--- config.mk ---
export PLATFORM = sky130hd
export DESIGN_NAME = mram_bus_sequencer_flat
export DESIGN_NICKNAME = d
export VERILOG_FILES = /design/src/rtl/mram_bus_sequencer_if.sv /design/src/rtl/mram_bus_sequencer.sv /design/src/flat_wrapper.sv
export SDC_FILE = /design/constraint.sdc
export NUM_CORES = 1
export LEC_CHECK = 0
export BUFFER_PORTS_ARGS = -buffer_cell sky130_fd_sc_hd__clkbuf_2
export CORE_ASPECT_RATIO = 2
export CORE_MARGIN = 3
export CORE_UTILIZATION = 30
export DETAILED_ROUTE_END_ITERATION = 12
export GPL_ROUTABILITY_DRIVEN = 0
export PLACE_DENSITY = 0.57
export SLEW_MARGIN = 20
export SYNTH_ARGS = -nofsm -noshare
export SYNTH_HDL_FRONTEND = slang
export SYNTH_SLANG_ARGS = --single-unit
--- constraint.sdc ---
create_clock -name clk -period 4.5 [get_ports clk]
set_input_delay 0.675 -clock clk [delete_from_list [all_inputs] [get_ports clk]]
set_output_delay 0.675 -clock clk [all_outputs]
set_load 0.02 [all_outputs]
--- src/rtl/mram_bus_sequencer_if.sv ---
// mram_bus_sequencer_if: request/response handshake plus MRAM pin bundle
interface mram_bus_sequencer_if #(
  parameter int ADDR_W = 20,
  parameter int DATA_W = 16
);
  logic              req_valid;
  logic              req_ready;
  logic              req_write;
  logic [ADDR_W-1:0] req_addr;
  logic [DATA_W-1:0] req_wdata;
  logic [1:0]        req_be;
  logic              rsp_valid;
  logic [DATA_W-1:0] rsp_rdata;
  logic [ADDR_W-1:0] mram_addr;
  logic [DATA_W-1:0] mram_dq_o;
  logic              mram_dq_oe;
  logic [DATA_W-1:0] mram_dq_i;
  logic              mram_ce_n;
  logic              mram_we_n;
  logic              mram_oe_n;
  logic              mram_lb_n;
  logic              mram_ub_n;
  modport master (
    output req_valid, req_write, req_addr, req_wdata, req_be, mram_dq_i,
    input  req_ready, rsp_valid, rsp_rdata, mram_addr, mram_dq_o, mram_dq_oe,
           mram_ce_n, mram_we_n, mram_oe_n, mram_lb_n, mram_ub_n
  );
  modport slave (
    input  req_valid, req_write, req_addr, req_wdata, req_be, mram_dq_i,
    output req_ready, rsp_valid, rsp_rdata, mram_addr, mram_dq_o, mram_dq_oe,
           mram_ce_n, mram_we_n, mram_oe_n, mram_lb_n, mram_ub_n
  );
endinterface

--- src/rtl/mram_bus_sequencer.sv ---
// mram_bus_sequencer: runs one MRAM read/write with programmable setup, pulse, access and recovery
module mram_bus_sequencer #(
  parameter int ADDR_W  = 20,
  parameter int DATA_W  = 16,
  parameter int T_SETUP = 1,
  parameter int T_WP    = 3,
  parameter int T_ACC   = 4,
  parameter int T_REC   = 1
) (
  input logic clk,
  input logic rst,
  mram_bus_sequencer_if.slave bus
);
  localparam int M1 = T_SETUP > T_WP ? T_SETUP : T_WP;
  localparam int M2 = T_ACC > T_REC ? T_ACC : T_REC;
  localparam int T_MAX = M1 > M2 ? M1 : M2;
  localparam int CW = $clog2(T_MAX) + 1;
  localparam int H = DATA_W / 2;
  typedef enum logic [2:0] {IDLE, SETUP, WPULSE, RACCESS, RECOVER} state_t;
  state_t state, nxt;
  logic [CW-1:0] cnt, ld;
  logic wr_q, accept, done, wr, act;
  logic [1:0] be_q, be;
  logic ce_d, we_d, oe_d, lb_d, ub_d, dq_oe_d, rsp_d;
  assign accept = state == IDLE && bus.req_valid;
  assign done = cnt == '0;
  assign bus.req_ready = state == IDLE;
  always_ff @(posedge clk or posedge rst)
    if (rst) begin
      state <= IDLE;
      cnt <= '0;
    end else begin
      state <= nxt;
      cnt <= nxt != state ? ld : done ? cnt : cnt - CW'(1);
    end
  always_comb begin
    nxt = state == IDLE ? (bus.req_valid ? SETUP : IDLE) :
          !done ? state :
          state == SETUP ? (wr_q ? WPULSE : RACCESS) :
          state == RECOVER ? IDLE : RECOVER;
    ld = nxt == SETUP ? CW'(T_SETUP - 1) :
         nxt == WPULSE ? CW'(T_WP - 1) :
         nxt == RACCESS ? CW'(T_ACC - 1) :
         nxt == RECOVER ? CW'(T_REC - 1) : '0;
  end
  // Pin values are computed for the state being entered so every strobe leaves a flop.
  always_comb begin
    wr = accept ? bus.req_write : wr_q;
    be = accept ? bus.req_be : be_q;
    act = nxt == SETUP || nxt == WPULSE || nxt == RACCESS;
    ce_d = !act;
    lb_d = !(act && be[0]);
    ub_d = !(act && be[1]);
    we_d = nxt != WPULSE;
    oe_d = nxt != RACCESS;
    dq_oe_d = wr && nxt != IDLE && nxt != RACCESS;
    rsp_d = state == RACCESS && done;
  end
  always_ff @(posedge clk or posedge rst)
    if (rst) begin
      wr_q <= 1'b0;
      be_q <= 2'b00;
      bus.mram_addr <= '0;
      bus.mram_dq_o <= '0;
      bus.mram_dq_oe <= 1'b0;
      bus.mram_ce_n <= 1'b1;
      bus.mram_we_n <= 1'b1;
      bus.mram_oe_n <= 1'b1;
      bus.mram_lb_n <= 1'b1;
      bus.mram_ub_n <= 1'b1;
      bus.rsp_valid <= 1'b0;
      bus.rsp_rdata <= '0;
    end else begin
      if (accept) begin
        wr_q <= bus.req_write;
        be_q <= bus.req_be;
        bus.mram_addr <= bus.req_addr;
        bus.mram_dq_o <= bus.req_wdata;
      end
      bus.mram_dq_oe <= dq_oe_d;
      bus.mram_ce_n <= ce_d;
      bus.mram_we_n <= we_d;
      bus.mram_oe_n <= oe_d;
      bus.mram_lb_n <= lb_d;
      bus.mram_ub_n <= ub_d;
      bus.rsp_valid <= rsp_d;
      if (rsp_d)
        bus.rsp_rdata <= {be_q[1] ? bus.mram_dq_i[DATA_W-1:H] : H'(0),
                          be_q[0] ? bus.mram_dq_i[H-1:0] : H'(0)};
    end
endmodule

--- src/flat_wrapper.sv ---
// flat-port wrapper written by rule: the top's interface ports become plain ports
module mram_bus_sequencer_flat 
#(
  parameter int ADDR_W  = 20,
  parameter int DATA_W  = 16,
  parameter int T_SETUP = 1,
  parameter int T_WP    = 3,
  parameter int T_ACC   = 4,
  parameter int T_REC   = 1
)
  (clk, rst, bus_req_valid, bus_req_write, bus_req_addr, bus_req_wdata, bus_req_be, bus_mram_dq_i, bus_req_ready, bus_rsp_valid, bus_rsp_rdata, bus_mram_addr, bus_mram_dq_o, bus_mram_dq_oe, bus_mram_ce_n, bus_mram_we_n, bus_mram_oe_n, bus_mram_lb_n, bus_mram_ub_n);
  mram_bus_sequencer_if #(.ADDR_W(ADDR_W), .DATA_W(DATA_W)) bus_i ();
  input logic clk;
  input logic rst;
  input wire logic [$bits(bus_i.req_valid)-1:0] bus_req_valid;
  input wire logic [$bits(bus_i.req_write)-1:0] bus_req_write;
  input wire logic [$bits(bus_i.req_addr)-1:0] bus_req_addr;
  input wire logic [$bits(bus_i.req_wdata)-1:0] bus_req_wdata;
  input wire logic [$bits(bus_i.req_be)-1:0] bus_req_be;
  input wire logic [$bits(bus_i.mram_dq_i)-1:0] bus_mram_dq_i;
  output wire logic [$bits(bus_i.req_ready)-1:0] bus_req_ready;
  output wire logic [$bits(bus_i.rsp_valid)-1:0] bus_rsp_valid;
  output wire logic [$bits(bus_i.rsp_rdata)-1:0] bus_rsp_rdata;
  output wire logic [$bits(bus_i.mram_addr)-1:0] bus_mram_addr;
  output wire logic [$bits(bus_i.mram_dq_o)-1:0] bus_mram_dq_o;
  output wire logic [$bits(bus_i.mram_dq_oe)-1:0] bus_mram_dq_oe;
  output wire logic [$bits(bus_i.mram_ce_n)-1:0] bus_mram_ce_n;
  output wire logic [$bits(bus_i.mram_we_n)-1:0] bus_mram_we_n;
  output wire logic [$bits(bus_i.mram_oe_n)-1:0] bus_mram_oe_n;
  output wire logic [$bits(bus_i.mram_lb_n)-1:0] bus_mram_lb_n;
  output wire logic [$bits(bus_i.mram_ub_n)-1:0] bus_mram_ub_n;
  assign bus_i.req_valid = bus_req_valid;
  assign bus_i.req_write = bus_req_write;
  assign bus_i.req_addr = bus_req_addr;
  assign bus_i.req_wdata = bus_req_wdata;
  assign bus_i.req_be = bus_req_be;
  assign bus_i.mram_dq_i = bus_mram_dq_i;
  assign bus_req_ready = bus_i.req_ready;
  assign bus_rsp_valid = bus_i.rsp_valid;
  assign bus_rsp_rdata = bus_i.rsp_rdata;
  assign bus_mram_addr = bus_i.mram_addr;
  assign bus_mram_dq_o = bus_i.mram_dq_o;
  assign bus_mram_dq_oe = bus_i.mram_dq_oe;
  assign bus_mram_ce_n = bus_i.mram_ce_n;
  assign bus_mram_we_n = bus_i.mram_we_n;
  assign bus_mram_oe_n = bus_i.mram_oe_n;
  assign bus_mram_lb_n = bus_i.mram_lb_n;
  assign bus_mram_ub_n = bus_i.mram_ub_n;
  mram_bus_sequencer #(.ADDR_W(ADDR_W), .DATA_W(DATA_W), .T_SETUP(T_SETUP), .T_WP(T_WP), .T_ACC(T_ACC), .T_REC(T_REC)) u_core (.clk(clk), .rst(rst), .bus(bus_i));
endmodule
Yosys cells after proc, flatten, opt, wreduce, memory -nomap -nowiden
Cells that the tools add are included.
- flip-flop bits (word level): 68
- latch bits: 0
- RAM bits: 0
- bits in read-only memories: 0
- output and inout bits: 60
- memories kept: 0
- add/sub/neg operators: 1
- $mul: 0
- div/mod/pow operators: 0
- magnitude comparators: 0
- eq/ne operators: 10
- shifts and indexed selects: 0
- mux-type cells: 15
- bitwise gates (word level): 0
- reduce and logical (&&, ||, !) cells: 14
- operators with widths (operator ; count):
    $mux 3 ; 8
    $mux 8 ; 2
    $eq 3x2->1 const B ; 3
    $eq 3x1->1 const B ; 2
    $logic_and 1x1->1 ; 6
    $logic_not 3->1 ; 2
    $ne 3x2->1 const B ; 2
    $mux 2 ; 2
    $eq 3x3->1 const B ; 1
    $logic_not 1->1 ; 3
    $mux 1 ; 3
    $ne 3x3->1 ; 1
    $reduce_bool 3->1 ; 1
    $sub 3x1->3 const B ; 1
    $logic_or 1x1->1 ; 2
    $ne 2x2->1 const B ; 1

Logic depth before layout (Yosys ltp)
- depth in word-level cells: 10
- gate-level depth with buffers: 7

Worst setup path before layout
No wires, ideal clock.
- path type: reg-to-output
- start point: reg u_core.state[0]
- end point: out bus_req_ready
- arrival time: 1.147 ns
- required time: 3.825 ns
- setup slack: 2.678 ns
- cell stages (with the launch flop): 3
- cell sequence: dfrtp_1 > clkbuf_1 > nor3_1
- cells in the longest elaborated chain, start to end: 1
- RTL lines (what ; RTL line ; RTL):
    start: declaration ; mram_bus_sequencer.sv:20 ; state_t state, nxt;
    start signal: assignment ; mram_bus_sequencer.sv:33 ; state <= nxt;
    $logic_not 3->1 ; mram_bus_sequencer.sv:27 ; assign bus.req_ready = state == IDLE;
    end: declaration ; flat_wrapper.sv:21 ; output wire logic [$bits(bus_i.req_ready)-1:0] bus_req_ready;
Every way passes these cells.

Worst setup path after layout
- start point: reg u_core.state[0]
- end point: reg u_core.bus.mram_dq_o[12]
- cells in the longest elaborated chain, start to end: 2
- RTL lines (what ; RTL line ; RTL):
    $logic_not 3->1 ; mram_bus_sequencer.sv:25 ; assign accept = state == IDLE && bus.req_valid;
    $logic_and 1x1->1 ; mram_bus_sequencer.sv:25 ;
    end signal: assignment ; mram_bus_sequencer.sv:78 ; bus.mram_dq_o <= bus.req_wdata;
    end: declaration ; mram_bus_sequencer_if.sv:30 ; output req_ready, rsp_valid, rsp_rdata, mram_addr, mram_dq_o, mram_dq_oe,
Every way passes these cells.
A chain may end at the register's enable or synchronous reset.

==> impl_metrics.yaml <==
detailed_routing:
  drc: 0
  viasPerCell: 4.48
  vias: 1939
  drtIter0Drc: 60
  wire_per_inst_um: 14.3
  dr.pass1.iters: 4
  routed_wl_mm: 6.20
  ant_nets: 0
layout:
  area_growth_syn_to_layout_pct: 36.2
  drive_gt1_share_pct: 53.8
  ff_latch_area_um2: 1710
  nFillCells: 870
  antenna_cells: 0
  multi_input_area_um2: 898
  design_area_um2: 3670
  nets: 389
sta:
  setup_viol_count_final: 0
  fin_skew_ns: 0.00524
  relSlewSlack_pct: 43.7
  report.final.slew_viol_count: 0
  min_period_ns: 2.33
  hold_viol: 0
  tns_ns: 0
  tightestPinTransition_ns: 0.841
  fmaxAchievable_ghz: 0.430
  final.period_utilization_pct: 51.7
  rsz0062_at_grt: "no"
synthesis:
  synth_top_area_cell: "dfrtp_1"
  yosys_warnings: 0
  synth_area_um2: 2700
  yosysTopAreaCellShare_pct: 58.5
  syn_nets: 271
  synth_cells: 211
  ys_seq_elements: 68
  ys_seq_area_share_pct: 63.4
  avgSynthCellArea_um2: 12.8
  synth.most_common_cell: "dfrtp_1"
  synth_edf_count: 0
  ys_top_cells_by_count: "dfrtp_1, mux2_2, nand2_1"
  synth_area_leaders: "dfrtp_1, mux2_2, dfstp_2, nand2_1, o21ai_0"
  synthArstFlopShare_pct: 100
  synth_ff_type: "dfrtp_1"
  ys_types: 27
floorplanning:
  fp.dieH_um: 140
  die-width_um: 73.0
  ios: 118
  core_um2: 8710
  die_area_um2: 10200
  rows: 48
  start_util_pct: 30.9
critical_path:
  r2r-start: "u_core.state[0]"
  r2r_setup_slack_ns: 2.17
  crit_type: "reg -> reg"
  worstPathMaxFanout: 31
  endpoint_kind: "register"
  regToRegEndpoint: "u_core.bus.mram_dq_o[12]"
  setup.worst_path.start_class: "register"
  cp_data_required_time_ns: 4.70
  reg2reg_depth: 3
  critPathArrivalTime_ns: 2.53
power_and_ir_drop:
  leakagePower_nw: 1.83
  vdd_ir_drop_max_mv: 0.320
  powerDensity_nw_per_um2: 825
clock_tree:
  h-tree-depth: 3
  clk_path_buf_depth: 2
  cts_tree: "built"
  cts.clk_slew.worst_paths_ns: 0.05
  clkLatencyLatePin_ns: 0.32
  numCtsBuffers: 9
  cts_resized: 0
  cts_sinks: 68
  post_cts_buffers: 0
  holdBufCountCts: 0
  cts_root_buf: "clkbuf_16"
global_routing:
  grt_antenna_before_repair: 0
  gr-total-overflow: 0
  grt_pass1_wl_mm: 9.81
  grtUsageTotal_pct: 12.8
  grt_max_degree: 37
  grt_pass1_vias: 1968
worst_hold_path:
  min_path_type: "in -> async"
run_status:
  outcome: "completed"
placed_design:
  hpwl_mm: 4.79
  numPortBuffers: 117
  dpl_cell_area_um2: 3350
job:
  drv_cap: 0
## logic make-up (layout without fill, tap and decap cells)
kind of cell	after synthesis	after routing	synth area share (%)
compound gates	32	32	6.96
fa+ha+maj	2	2	0.928
buf+inv	19	141	3.30
flops	68	68	63.4
mux	39	39	16.2
simple gates	51	51	9.19
## metal layers
layer	GRT usage (%)	wire length, µm
met3	3.02	269
met2	23.6	3700
met5	0	0
met4	6.91	162
met1	12.6	2070
## cell usage in the layout, fill, tap and decap left out
cell,synthesis,layout
clkbuf_2,0,117
dfrtp_1,63,63
mux2_2,38,38
nand2_1,34,34
o21ai_0,18,18
clkbuf_16,0,9
nand2b_1,8,8
inv_1,6,5
dfstp_2,5,5
a21oi_1,4,4
o31ai_1,3,3
nor2_1,3,3
clkbuf_8,0,3
nand4b_1,2,2
ha_1,2,2
clkbuf_1,7,2
buf_4,4,2
nor4b_4,1,1
nor3_1,1,1
nor2b_1,1,1
o32ai_1,1,1
or2_2,1,1
o211ai_1,1,1
a22o_1,1,1
a21o_1,1,1
o22ai_1,1,1
mux2i_1,1,1
a211o_1,1,1
a211oi_1,1,1
inv_2,0,1
bufinv_16,0,1
buf_6,0,1
## worst max-delay path, cell delays in order, from the launching register on
cell and delay (ns):
dfrtp_1 0.51, nor4b_4 0.80, buf_4 0.49, mux2_2 0.39
## worst max path at each step
stage | endpoint | start
5_1_grt | u_core.bus.mram_dq_oe | u_core.state[0]
6_report | u_core.bus.mram_dq_o[12] | u_core.state[0]
3_5_place_dp | u_core.bus.rsp_rdata[6] | u_core.cnt[0]
2_1_floorplan | u_core.be_q[0] | rst
4_1_cts | u_core.bus.rsp_rdata[6] | u_core.cnt[0]
3_3_place_gp | u_core.bus.mram_dq_oe | bus_req_valid
## final cells by class
| cell class | count | share of cell area, % |
|---|---|---|
| flip-flops and latches | 68 | 46.5 |
| multi-input cells | 124 | 24.5 |
| repair buffers | 120 | 16.7 |
| clock buffers | 14 | 7.47 |
| well taps | 100 | 3.41 |
| clock inverters | 1 | 0.818 |
| inverters | 6 | 0.614 |
## power by group
group | switching (W) | internal, W | total [W]
registers | 0.000207 | 0.000930 | 0.00114
clock network | 0.000230 | 0.000471 | 0.000701
logic | 0.000695 | 0.000495 | 0.00119
total | 0.00113 | 0.00190 | 0.00303
## metrics by stage
step | power (W) | util, % | hold WS [ns] | setup slack (ns) | cells
finish | 0.00303 | 42.1 | 0.469 | 2.17 | 433
global route | 0.00324 | 42.1 | 0.515 | 1.94 | 433
CTS | 0.00309 | 42.0 | 0.482 | 1.87 | 432
detailed placement | 0.00237 | 38.5 | 0.470 | 1.88 | 417
global placement | 0.00234 | 38.5 | 0.463 | 1.90 | 417
floorplan | 0.00195 | - | 0.469 | 2.12 | 211
## registers in the layout, summed over array words and instances (netlist names)
register,flops
u_core.bus.mram_lb_n,1
u_core.wr_q,1
u_core.bus.mram_dq_oe,1
u_core.bus.mram_ce_n,1
u_core.bus.rsp_valid,1
u_core.state,3
u_core.bus.mram_dq_o,16
u_core.bus.rsp_rdata,16
u_core.bus.mram_ub_n,1
u_core.bus.mram_oe_n,1
u_core.be_q,2
u_core.bus.mram_we_n,1
u_core.cnt,3
u_core.bus.mram_addr,20
(Power assumes the default switching activity.)
